File: src/rtl/chip8_timers.sv
// CHIP-8 delay/sound timer unit: loadable 8-bit DT and ST counting down at TICK_HZ,
// with a square-wave beeper that runs while ST is non-zero.
module chip8_timers #(
    parameter int CLK_HZ  = 50_000_000,
    parameter int TICK_HZ = 60,
    parameter int TONE_HZ = 440
) (
    input  logic       clk,
    input  logic       rst,
    input  logic       en,
    input  logic [7:0] dataIn,
    input  logic       ldDelay,
    input  logic       ldSound,
    output logic [7:0] delayOut,
    output logic       soundOn,
    output logic       toneOut,
    output logic       tick
);

    localparam int DIV  = CLK_HZ / TICK_HZ;
    localparam int HALF = CLK_HZ / (2 * TONE_HZ);
    localparam int PC_W = (DIV > 2) ? $clog2(DIV) : 1;
    localparam int TC_W = (HALF > 2) ? $clog2(HALF) : 1;
    localparam logic [PC_W-1:0] PC_MAX = PC_W'(DIV - 1);
    localparam logic [TC_W-1:0] TC_MAX = TC_W'(HALF - 1);

    if (DIV < 2 || HALF < 2) begin : g_bad_param
        $error("chip8_timers: DIV and HALF must both be >= 2");
    end

    logic [PC_W-1:0] pc_r;
    logic [TC_W-1:0] tc_r;
    logic [7:0]      dt_r;
    logic [7:0]      st_r;
    logic            sound_r;
    logic            tone_r;
    logic            tick_r;

    logic            tick_ev_s;
    logic [PC_W-1:0] pc_nxt_s;
    logic [TC_W-1:0] tc_nxt_s;
    logic [7:0]      dt_nxt_s;
    logic [7:0]      st_nxt_s;
    logic            tone_nxt_s;

    // Next-state logic: prescaler, timers (load > decrement > hold) and tone generator
    always_comb begin
        tick_ev_s  = en && (pc_r == PC_MAX);
        pc_nxt_s   = pc_r;
        dt_nxt_s   = dt_r;
        st_nxt_s   = st_r;
        tc_nxt_s   = tc_r;
        tone_nxt_s = tone_r;

        if (!en) begin
            pc_nxt_s = pc_r;
        end else if (tick_ev_s) begin
            pc_nxt_s = '0;
        end else begin
            pc_nxt_s = pc_r + PC_W'(1);
        end

        if (ldDelay) begin
            dt_nxt_s = dataIn;
        end else if (tick_ev_s && (dt_r != 8'd0)) begin
            dt_nxt_s = dt_r - 8'd1;
        end else begin
            dt_nxt_s = dt_r;
        end

        if (ldSound) begin
            st_nxt_s = dataIn;
        end else if (tick_ev_s && (st_r != 8'd0)) begin
            st_nxt_s = st_r - 8'd1;
        end else begin
            st_nxt_s = st_r;
        end

        // Silencing rephases the tone so the next beep starts with a full low half-period
        if (st_nxt_s == 8'd0) begin
            tc_nxt_s   = '0;
            tone_nxt_s = 1'b0;
        end else if (sound_r && en) begin
            if (tc_r == TC_MAX) begin
                tc_nxt_s   = '0;
                tone_nxt_s = ~tone_r;
            end else begin
                tc_nxt_s   = tc_r + TC_W'(1);
                tone_nxt_s = tone_r;
            end
        end else begin
            tc_nxt_s   = tc_r;
            tone_nxt_s = tone_r;
        end
    end

    // State registers with asynchronous active-low reset
    always_ff @(posedge clk or negedge rst) begin
        if (!rst) begin
            pc_r    <= '0;
            tc_r    <= '0;
            dt_r    <= 8'd0;
            st_r    <= 8'd0;
            sound_r <= 1'b0;
            tone_r  <= 1'b0;
            tick_r  <= 1'b0;
        end else begin
            pc_r    <= pc_nxt_s;
            tc_r    <= tc_nxt_s;
            dt_r    <= dt_nxt_s;
            st_r    <= st_nxt_s;
            sound_r <= (st_nxt_s != 8'd0);
            tone_r  <= tone_nxt_s;
            tick_r  <= tick_ev_s;
        end
    end

    assign delayOut = dt_r;
    assign soundOn  = sound_r;
    assign toneOut  = tone_r;
    assign tick     = tick_r;

endmodule

File: config.mk
export PLATFORM = sky130hd
export DESIGN_NAME = chip8_timers
export DESIGN_NICKNAME = d
export VERILOG_FILES = /design/src/rtl/chip8_timers.sv
export SDC_FILE = /design/constraint.sdc
export NUM_CORES = 1
export LEC_CHECK = 0
export CAP_MARGIN = 15
export CORE_MARGIN = 3
export CORE_UTILIZATION = 55
export DETAILED_ROUTE_END_ITERATION = 16
export GPL_ROUTABILITY_DRIVEN = 0
export PLACE_DENSITY = 0.76
export SYNTH_ARGS = -nofsm -noshare
export SYNTH_HDL_FRONTEND = slang
export SYNTH_SLANG_ARGS = --single-unit
File: constraint.sdc
create_clock -name clk -period 2.8 [get_ports clk]
set_input_delay 0.28 -clock clk [delete_from_list [all_inputs] [get_ports clk]]
set_output_delay 0.28 -clock clk [all_outputs]
set_load 0.005 [all_outputs]
==> metrics list, run 1 <==
- Number of global-route vias before repair: 2,492
* Leading register cell type out of synthesis: sky130_fd_sc_hd__dfrtp_1
- In the final layout, flip-flops and latches occupy 0.00138 mm^2.
- The later pin in the worst-skew pair is clocked with a latency of 310 ps.
* Die width: 80.9 um
- Per report_power, the sequential group accounts for 51.7% of the total.
- Slew at the pin closest to its max-slew limit: 912 ps
* Multi-input combinational cell area: 0.00163 mm^2
* Initial standard-cell utilization of the core: 58.5%
- After clock tree synthesis, the clock-pin slew on the worst setup and hold paths is 100 ps.
- STA puts the critical path data arrival time at 2810 ps.
- TritonCTS sink count: 55
- Number of buffers created by CTS: 5
* Class of the most critical setup path: flop to flop
- Maximum vdd ir drop: 0.000415 V
* First-pass GRT wire length: 11,700 um
- Of the cells placed in the final design, the portion with a size suffix greater than 1 is 8.91%.
- The initial antenna violation count is 0.
- Timing analysis after detailed placement gives a worst setup slack of 129 ps.
- Die Ht: 80.9 um
* Post-route clock skew: 9.61 ps
* Max stage delay on crit path: 500 ps
* Total number of vias: 2,613
* Synth Net Count: 351
- Net switching is 27.6% of the power.
- The first TritonRoute pass finished after 4 iterations.
- The die covers 0.00654 mm^2.
- Flop2flop setup slack: 180 ps
* Mean instance size in the synthesized netlist: 9.35 um^2
* Post-CTS Repair Setup Buffers: 0
- Remaining design rule violation count: 0
* CTS Root Cell: sky130_fd_sc_hd__clkbuf_8
* HPWL Detailed: 4720 um
* Final global-route overflow total: 0
- PD cells: 538 mW/mm^2
- Aggregate negative setup slack: 0 ps
* Post-synth EDFFs: 0
* Post-route non-filler standard cell count: 429
* Final worst slack: 177 ps
- Post-route cell area: 0.00357 mm^2
- In this run, synthesis produced a sequential element count of 55.
- After layout, the minimum clock period comes to 2620 ps.
* Sequential-to-total area share from yosys stat: 44.6%
* Nets: 379
- Via/cell ratio: 6.09
- Post-route clock period utilization: 93.7%
- After synthesis, the netlist uses 50 different library cells.
* Worst hold path type: primary input to async pin
- Pin count of the biggest net entering global routing: 42
* Achievable clock frequency: 381 MHz
* Final setup violation count: 0
* Starting DRT DRC Count: 200
- Post-place instance area: 0.00342 mm^2
- Crit path launch type: flop
* Crit path max-delay cell type: sky130_fd_sc_hd__or3b_2
- The analysis attributes to cell leakage a power of 1.48 nW.
* Number of I/O port buffers: 23
- Worst path cell trace: inv_1, ha_1, or3b_2, o211ai_4, nor3_1, or3_4, nor4_4, buf_12, a22oi_1
- Combinational Power Share: 16.3%
- Number of placed I/O pins: 24
* Clock Power Share: 32.0%
- Number of warnings reported in the yosys synthesis log: 0
- The worst pin sits at a relative slew slack of 39.2%.
- After technology mapping, the gate count stands at 330.
- Of all nets on the critical path, the largest fanout is 18.
* Switching Power: 0.000530 W
* Run status: complete, no violations
- Async set or reset register ratio after synthesis: 100%
- Max Slew Vio Count: 0
- Global routing used 22.8% of the available tracks across all layers.
* Max clock buf depth: 2
- Cell type group with the largest total delay on the critical path: simple AND/OR/NAND/NOR gates
- Final Hold Fails: 0
- Diodes inserted: 0
- After detailed routing, the average wire length per cell comes to 15.7 um.
- Counting both buffers and inverters, the worst setup path holds a total of 2.
- Post-placement cell count: 421
* Total of max-cap violations: 0
- TritonCTS clock tree: yes
- Internal Dissipation: 0.00139 W
- Syn-to-layout area delta: 15.6%
- Standard-cell row count: 26
- WHS: 90.0 ps
* Unrepaired setup endpoints after global routing: no
* Nature of the critical path endpoint: flop
* Netlist Area Pre-Place: 0.00308 mm^2
* Data required time of the worst path: 2990 ps
- Number of routed nets with antenna violations: 0
* Final Routed Wirelength: 6720 um
* Core region area: 0.00527 mm^2
* Count of H-tree levels built during CTS: 2
- The layout has 432 filler cells.
worst register-to-register path, cell delays in order, from the launching register on:
cell and delay (ps):
sky130_fd_sc_hd__dfrtp_1 410, sky130_fd_sc_hd__inv_1 110, sky130_fd_sc_hd__ha_1 180, sky130_fd_sc_hd__or3b_2 500
sky130_fd_sc_hd__o211ai_4 310, sky130_fd_sc_hd__nor3_1 120, sky130_fd_sc_hd__or3_4 400, sky130_fd_sc_hd__nor4_4 190
sky130_fd_sc_hd__buf_12 180, sky130_fd_sc_hd__a22oi_1 100
sequential cells by signal, summed over array words and instances, names as in the netlist:
signal    count
toneOut       1
delayOut      8
pc_r         20
tc_r         16
st_r          8
tick          1
soundOn       1
cells in the mapped netlist (2+ instances only):
cell,count,area (um^2)
sky130_fd_sc_hd__a22oi_1,5,37.5
sky130_fd_sc_hd__clkbuf_1,6,22.5
sky130_fd_sc_hd__and4_1,4,35.0
sky130_fd_sc_hd__ha_1,8,100
sky130_fd_sc_hd__nor4_1,8,50.1
sky130_fd_sc_hd__nor4_4,2,42.5
sky130_fd_sc_hd__xnor2_1,14,123
sky130_fd_sc_hd__or4_1,3,22.5
sky130_fd_sc_hd__nand4_1,10,62.6
sky130_fd_sc_hd__buf_6,2,22.5
sky130_fd_sc_hd__nor4bb_1,2,20.0
sky130_fd_sc_hd__nor2_1,31,116
sky130_fd_sc_hd__o31a_1,2,17.5
sky130_fd_sc_hd__o21ba_2,2,20.0
sky130_fd_sc_hd__and3_1,8,50.1
sky130_fd_sc_hd__inv_1,8,30.0
sky130_fd_sc_hd__a21oi_1,22,110
sky130_fd_sc_hd__a31oi_1,7,43.8
sky130_fd_sc_hd__and2_1,4,25.0
sky130_fd_sc_hd__dfrtp_1,55,1380
sky130_fd_sc_hd__nand2_1,31,116
sky130_fd_sc_hd__o21ai_0,22,110
sky130_fd_sc_hd__buf_2,2,10.0
sky130_fd_sc_hd__nand3_1,16,80.1
sky130_fd_sc_hd__nor3_1,13,65.1
sky130_fd_sc_hd__or3_1,2,12.5
sky130_fd_sc_hd__xor2_1,15,131
sky130_fd_sc_hd__nand2b_1,2,12.5
sky130_fd_sc_hd__and4bb_2,3,37.5
cells in the final DEF (no fill, tap or decap), types with 13 or more instances in the layout:
cell                              instances
sky130_fd_sc_hd__nand3_1                 16
sky130_fd_sc_hd__o21ai_0                 22
sky130_fd_sc_hd__dfrtp_1                 55
sky130_fd_sc_hd__a21oi_1                 22
sky130_fd_sc_hd__nor3_1                  13
sky130_fd_sc_hd__xnor2_1                 14
sky130_fd_sc_hd__xor2_1                  15
sky130_fd_sc_hd__clkdlybuf4s50_1         22
sky130_fd_sc_hd__nand2_1                 31
sky130_fd_sc_hd__nor2_1                  31
through the flow:
stage,utilization [%],total power [W]
2_1_floorplan,-,0.00119
3_3_place_gp,64.9,0.00130
3_5_place_dp,64.9,0.00132
4_1_cts,67.4,0.00194
5_1_grt,67.7,0.00203
6_report,67.7,0.00192
worst paths after layout:
kind,startpoint,endpoint,depth (start not counted)
max,st_r[0],tc_r[14],9
min,rst,tick,1
max reg2reg,st_r[0],tc_r[14],9
min reg2reg,pc_r[17],pc_r[17],1
max in group asynchronous,rst,tc_r[2],2
min in group clk,pc_r[17],pc_r[17],1
cell type report:
cell class | count | area share, %
Multi-Input combinational cell | 255 | 45.7
Sequential cell | 55 | 38.6
Timing Repair Buffer | 32 | 8.56
Tap cell | 70 | 2.46
Clock buffer | 6 | 2.04
Clock inverter | 2 | 1.68
Inverter | 9 | 0.947
kinds of logic (layout without fill, tap and decap cells):
family / after synthesis / count (layout) / share of synthesized area [%]
xor+xnor: 29 / 29 / 8.24
fa+ha+maj: 8 / 8 / 3.25
simple gates: 147 / 147 / 26.7
flops: 55 / 55 / 44.6
buf+inv: 20 / 49 / 3.00
compound gates: 71 / 71 / 14.2
power by group through the flow:
stage               registers, W  clock network, W  logic [W]
finish                  0.000993          0.000613   0.000313
detailed placement       0.00101                 0   0.000312
floorplan               0.000983                 0   0.000208
global placement         0.00100                 0   0.000299
global route             0.00101          0.000658   0.000362
CTS                     0.000991          0.000629   0.000315
what timing repair did:
item                                    CTS  global route
endpoints found under the setup margin    0            17
hold buffers                              0             0
resized for setup                         0             2
metal layers:
metal / routed length, um / track usage [%] / vias up
li1: - / - / 1259
met1: 2920 / 28.6 / 1264
met2: 3370 / 38.8 / 72
met3: 269 / 3.10 / 18
met4: 163 / 10.5 / 0
met5: 0 / 0 / -
(Power assumes the default switching activity.)
==> run 2: changes to the inputs <==
GPL_TIMING_DRIVEN = 0   (was unset)
SLEW_MARGIN = 15   (was unset)
==> run 2 against run 1 <==
Against the previous run:
- flip-flop and latch count is the same
- core utilization fell by 0.62 points
- sequential share of layout area grew 0.36 points
- design area decreased by 0.91%
- global-route usage shrank 0.76 points
- sequential power is essentially flat
- clock power fell by 18%
- total power shrank 5.9%
- combinational power decreased by 2%
==> metrics list, run 2 (same netlist as run 1, synthesis figures left out) <==
- Run status: complete, no violations
- The die footprint was 0.00654 mm^2 (unchanged).
- Top reg by flops: pc_r
* Max clock buf depth: 2 (unchanged)
* Worst hold path type: primary input to async pin
- CTS Root Cell: sky130_fd_sc_hd__clkbuf_8
* Maximum vdd ir drop: 0.000325 V (-22%)
* Core region area: 0.00527 mm^2 (unchanged)
- HPWL Detailed: 4720 um (about the same)
- Detailed-route wire length on metal 1: 2930 um (+0.48%)
- Starting DRT DRC Count: 230 (+15%)
* Initial standard-cell utilization of the core: 58.5% (unchanged)
* Syn-to-layout area delta: 14.6%
- Crit path max fanout: 10 (-8)
- Count of H-tree levels built during CTS: 2 (unchanged)
- The final worst hold slack came to 0.367 ps (-89.6 ps).
- The library cell used most frequently in the layout, excluding fill and tap cells, is sky130_fd_sc_hd__dfrtp_1.
- Length of the first detailed-routing pass in iterations: 4 (unchanged)
* Clock Pin Slew Worst Setup and Hold Paths: 90 ps (about the same)
- Class of the most critical setup path: flop to flop
- The worst-case register-to-register setup slack came to 120 ps (-60 ps).
- Diodes inserted: 0 (unchanged)
- Achievable clock frequency: 373 MHz (-2.1%)
- The power density relative to cell area is 511 mW/mm^2 (-5.0%).
* Final Hold Fails: 0 (unchanged)
- Remaining design rule violation count: 0 (unchanged)
- Final global-route overflow total: 0 (unchanged)
* Cell leakage power: 1.48 nW (about the same)
- The quantity of I/O buffers inserted on ports came to 22 (-4.3%).
- Nets: 385 (+1.6%)
* Final Routed Wirelength: 6530 um (-2.8%)
- Aggregate negative setup slack: 0 ps (unchanged)
- Data required time of the worst path: 2990 ps (about the same)
* Metal2 WL: 3200 um (-4.9%)
- Fin crit period: 2680 ps (+55.1 ps)
- The worst path arrival time came to 2870 ps (+60 ps).
* Number of placed I/O pins: 24 (unchanged)
- The first-pass GRT wire length came to 11,300 um (-3.0%).
* Number of global-route vias before repair: 2,482 (-0.40%)
- The largest registers in the layout are pc_r x20, tc_r x16.
* Die Ht: 80.9 um (unchanged)
- Via/cell ratio: 6.05 (-0.70%)
- Total of max-cap violations: 0 (unchanged)
- The total met3 wirelength after detailed routing is 256 um (-4.8%).
- Crit path launch type: flop
- Slew at the pin closest to its max-slew limit: 669 ps (-243 ps)
- Detailed-route wire length per cell: 15.0 um (-3.9%)
- In the layout the commonest cells are sky130_fd_sc_hd__dfrtp_1 (55), sky130_fd_sc_hd__nand2_1 (31), sky130_fd_sc_hd__nor2_1 (31).
- Flip-flop count of the largest register, all copies and words added: 20 (unchanged)
- The number of nets with antenna violations after routing came to 0 (unchanged).
- The pin count of the biggest net entering global routing came to 56 (+33%).
* Final setup violation count: 0 (unchanged)
- Post-route clock period utilization: 95.6% (+2.0 points)
- Setup repair after global routing left no endpoint under its margin.
- The overall routing resource usage came to 22.0% (-0.76 points).
- Post-route clock skew: 7.13 ps (-2.47 ps)
* TritonCTS sink count: 55 (unchanged)
- The initial antenna violation count was 0 (unchanged).
* Slew Limit Headroom: 55.4% (+16 points)
* Number of buffers created by CTS: 5 (unchanged)
* Core Util, Final: 67.0% (-0.62 points)
- Worst-Skew Late Latency: 310 ps (about the same)
- The die span in x came to 80.9 um (unchanged).
- The proportion of layout cells with a drive suffix above 1 is 8.24% (-0.67 points).
- Max Slew Vio Count: 0 (unchanged)
- Nature of the critical path endpoint: flop
* TritonCTS clock tree: yes
- Total number of vias: 2,625 (+0.46%)
- The row count was 26 (unchanged).
* Highest routing layer actually used: met4
[run 2: through the flow]
stage	total power, W	setup slack (ps)	cells	cell area (um^2)
after detailed placement	0.00131	1.57	422	3390
after floorplan	0.00119	325	330	3080
after CTS	0.00182	92.9	431	3510
after global routing	0.00192	18.3	434	3530
final	0.00181	122	434	3530
after global placement	0.00130	-172	422	3390
[run 2: final cells by class]
class | count | area, um^2
fillers | 454 | 1740
clock inverters | 1 | 30.0
repair buffers | 27 | 259
clock buffers | 6 | 72.6
inverters | 9 | 33.8
plain buffers | 11 | 58.8
well taps | 70 | 87.6
flip-flops and latches | 55 | 1380
multi-input cells | 255 | 1620
[run 2: repair_timing]
| action | CTS | global route |
|---|---|---|
| setup buffers | 2 | 3 |
| setup endpoints to repair | 10 | 10 |
| gates resized for setup | 0 | 1 |
| hold buffers | 0 | 0 |
| pin swaps | 2 | 0 |
[run 2: worst paths after layout]
kind / startpoint / endpoint / depth (start not counted)
worst max-delay path: st_r[0] / tc_r[8] / 11
worst min-delay path: rst / pc_r[10] / 1
worst max register to register: st_r[0] / tc_r[8] / 11
worst min register to register: pc_r[17] / pc_r[17] / 1
max in group asynchronous: rst / st_r[4] / 1
min in group clk: en / pc_r[1] / 2
[run 2: power by group]
group	internal (W)	switching [W]	leakage, nW
logic	0.000146	0.000162	0.714
registers	0.000884	0.000111	0.711
clock network	0.000262	0.000242	0.0513
[run 2: critical path, stage by stage, from the launching register on]
cell	delay (ps)
sky130_fd_sc_hd__dfrtp_1	400
sky130_fd_sc_hd__inv_1	120
sky130_fd_sc_hd__ha_1	180
sky130_fd_sc_hd__or3b_2	480
sky130_fd_sc_hd__o211ai_2	200
sky130_fd_sc_hd__buf_6	160
sky130_fd_sc_hd__nor3_1	60
sky130_fd_sc_hd__or3_4	390
sky130_fd_sc_hd__nor4_4	220
sky130_fd_sc_hd__buf_6	160
sky130_fd_sc_hd__buf_6	130
sky130_fd_sc_hd__a21oi_1	70
[run 2: layer usage]
| metal | track usage (%) | vias up |
|---|---|---|
| met2 | 37.2 | 71 |
| met3 | 3.10 | 11 |
| li1 | - | 1264 |
| met1 | 27.9 | 1279 |
| met5 | 0 | - |
| met4 | 9.97 | 0 |
==> run 3: changes to the inputs <==
CTS_CLUSTER_DIAMETER = 50   (was unset)
==> results of run 3 <==
No change in the layout: final DEF, timing and power equal those of run 2.
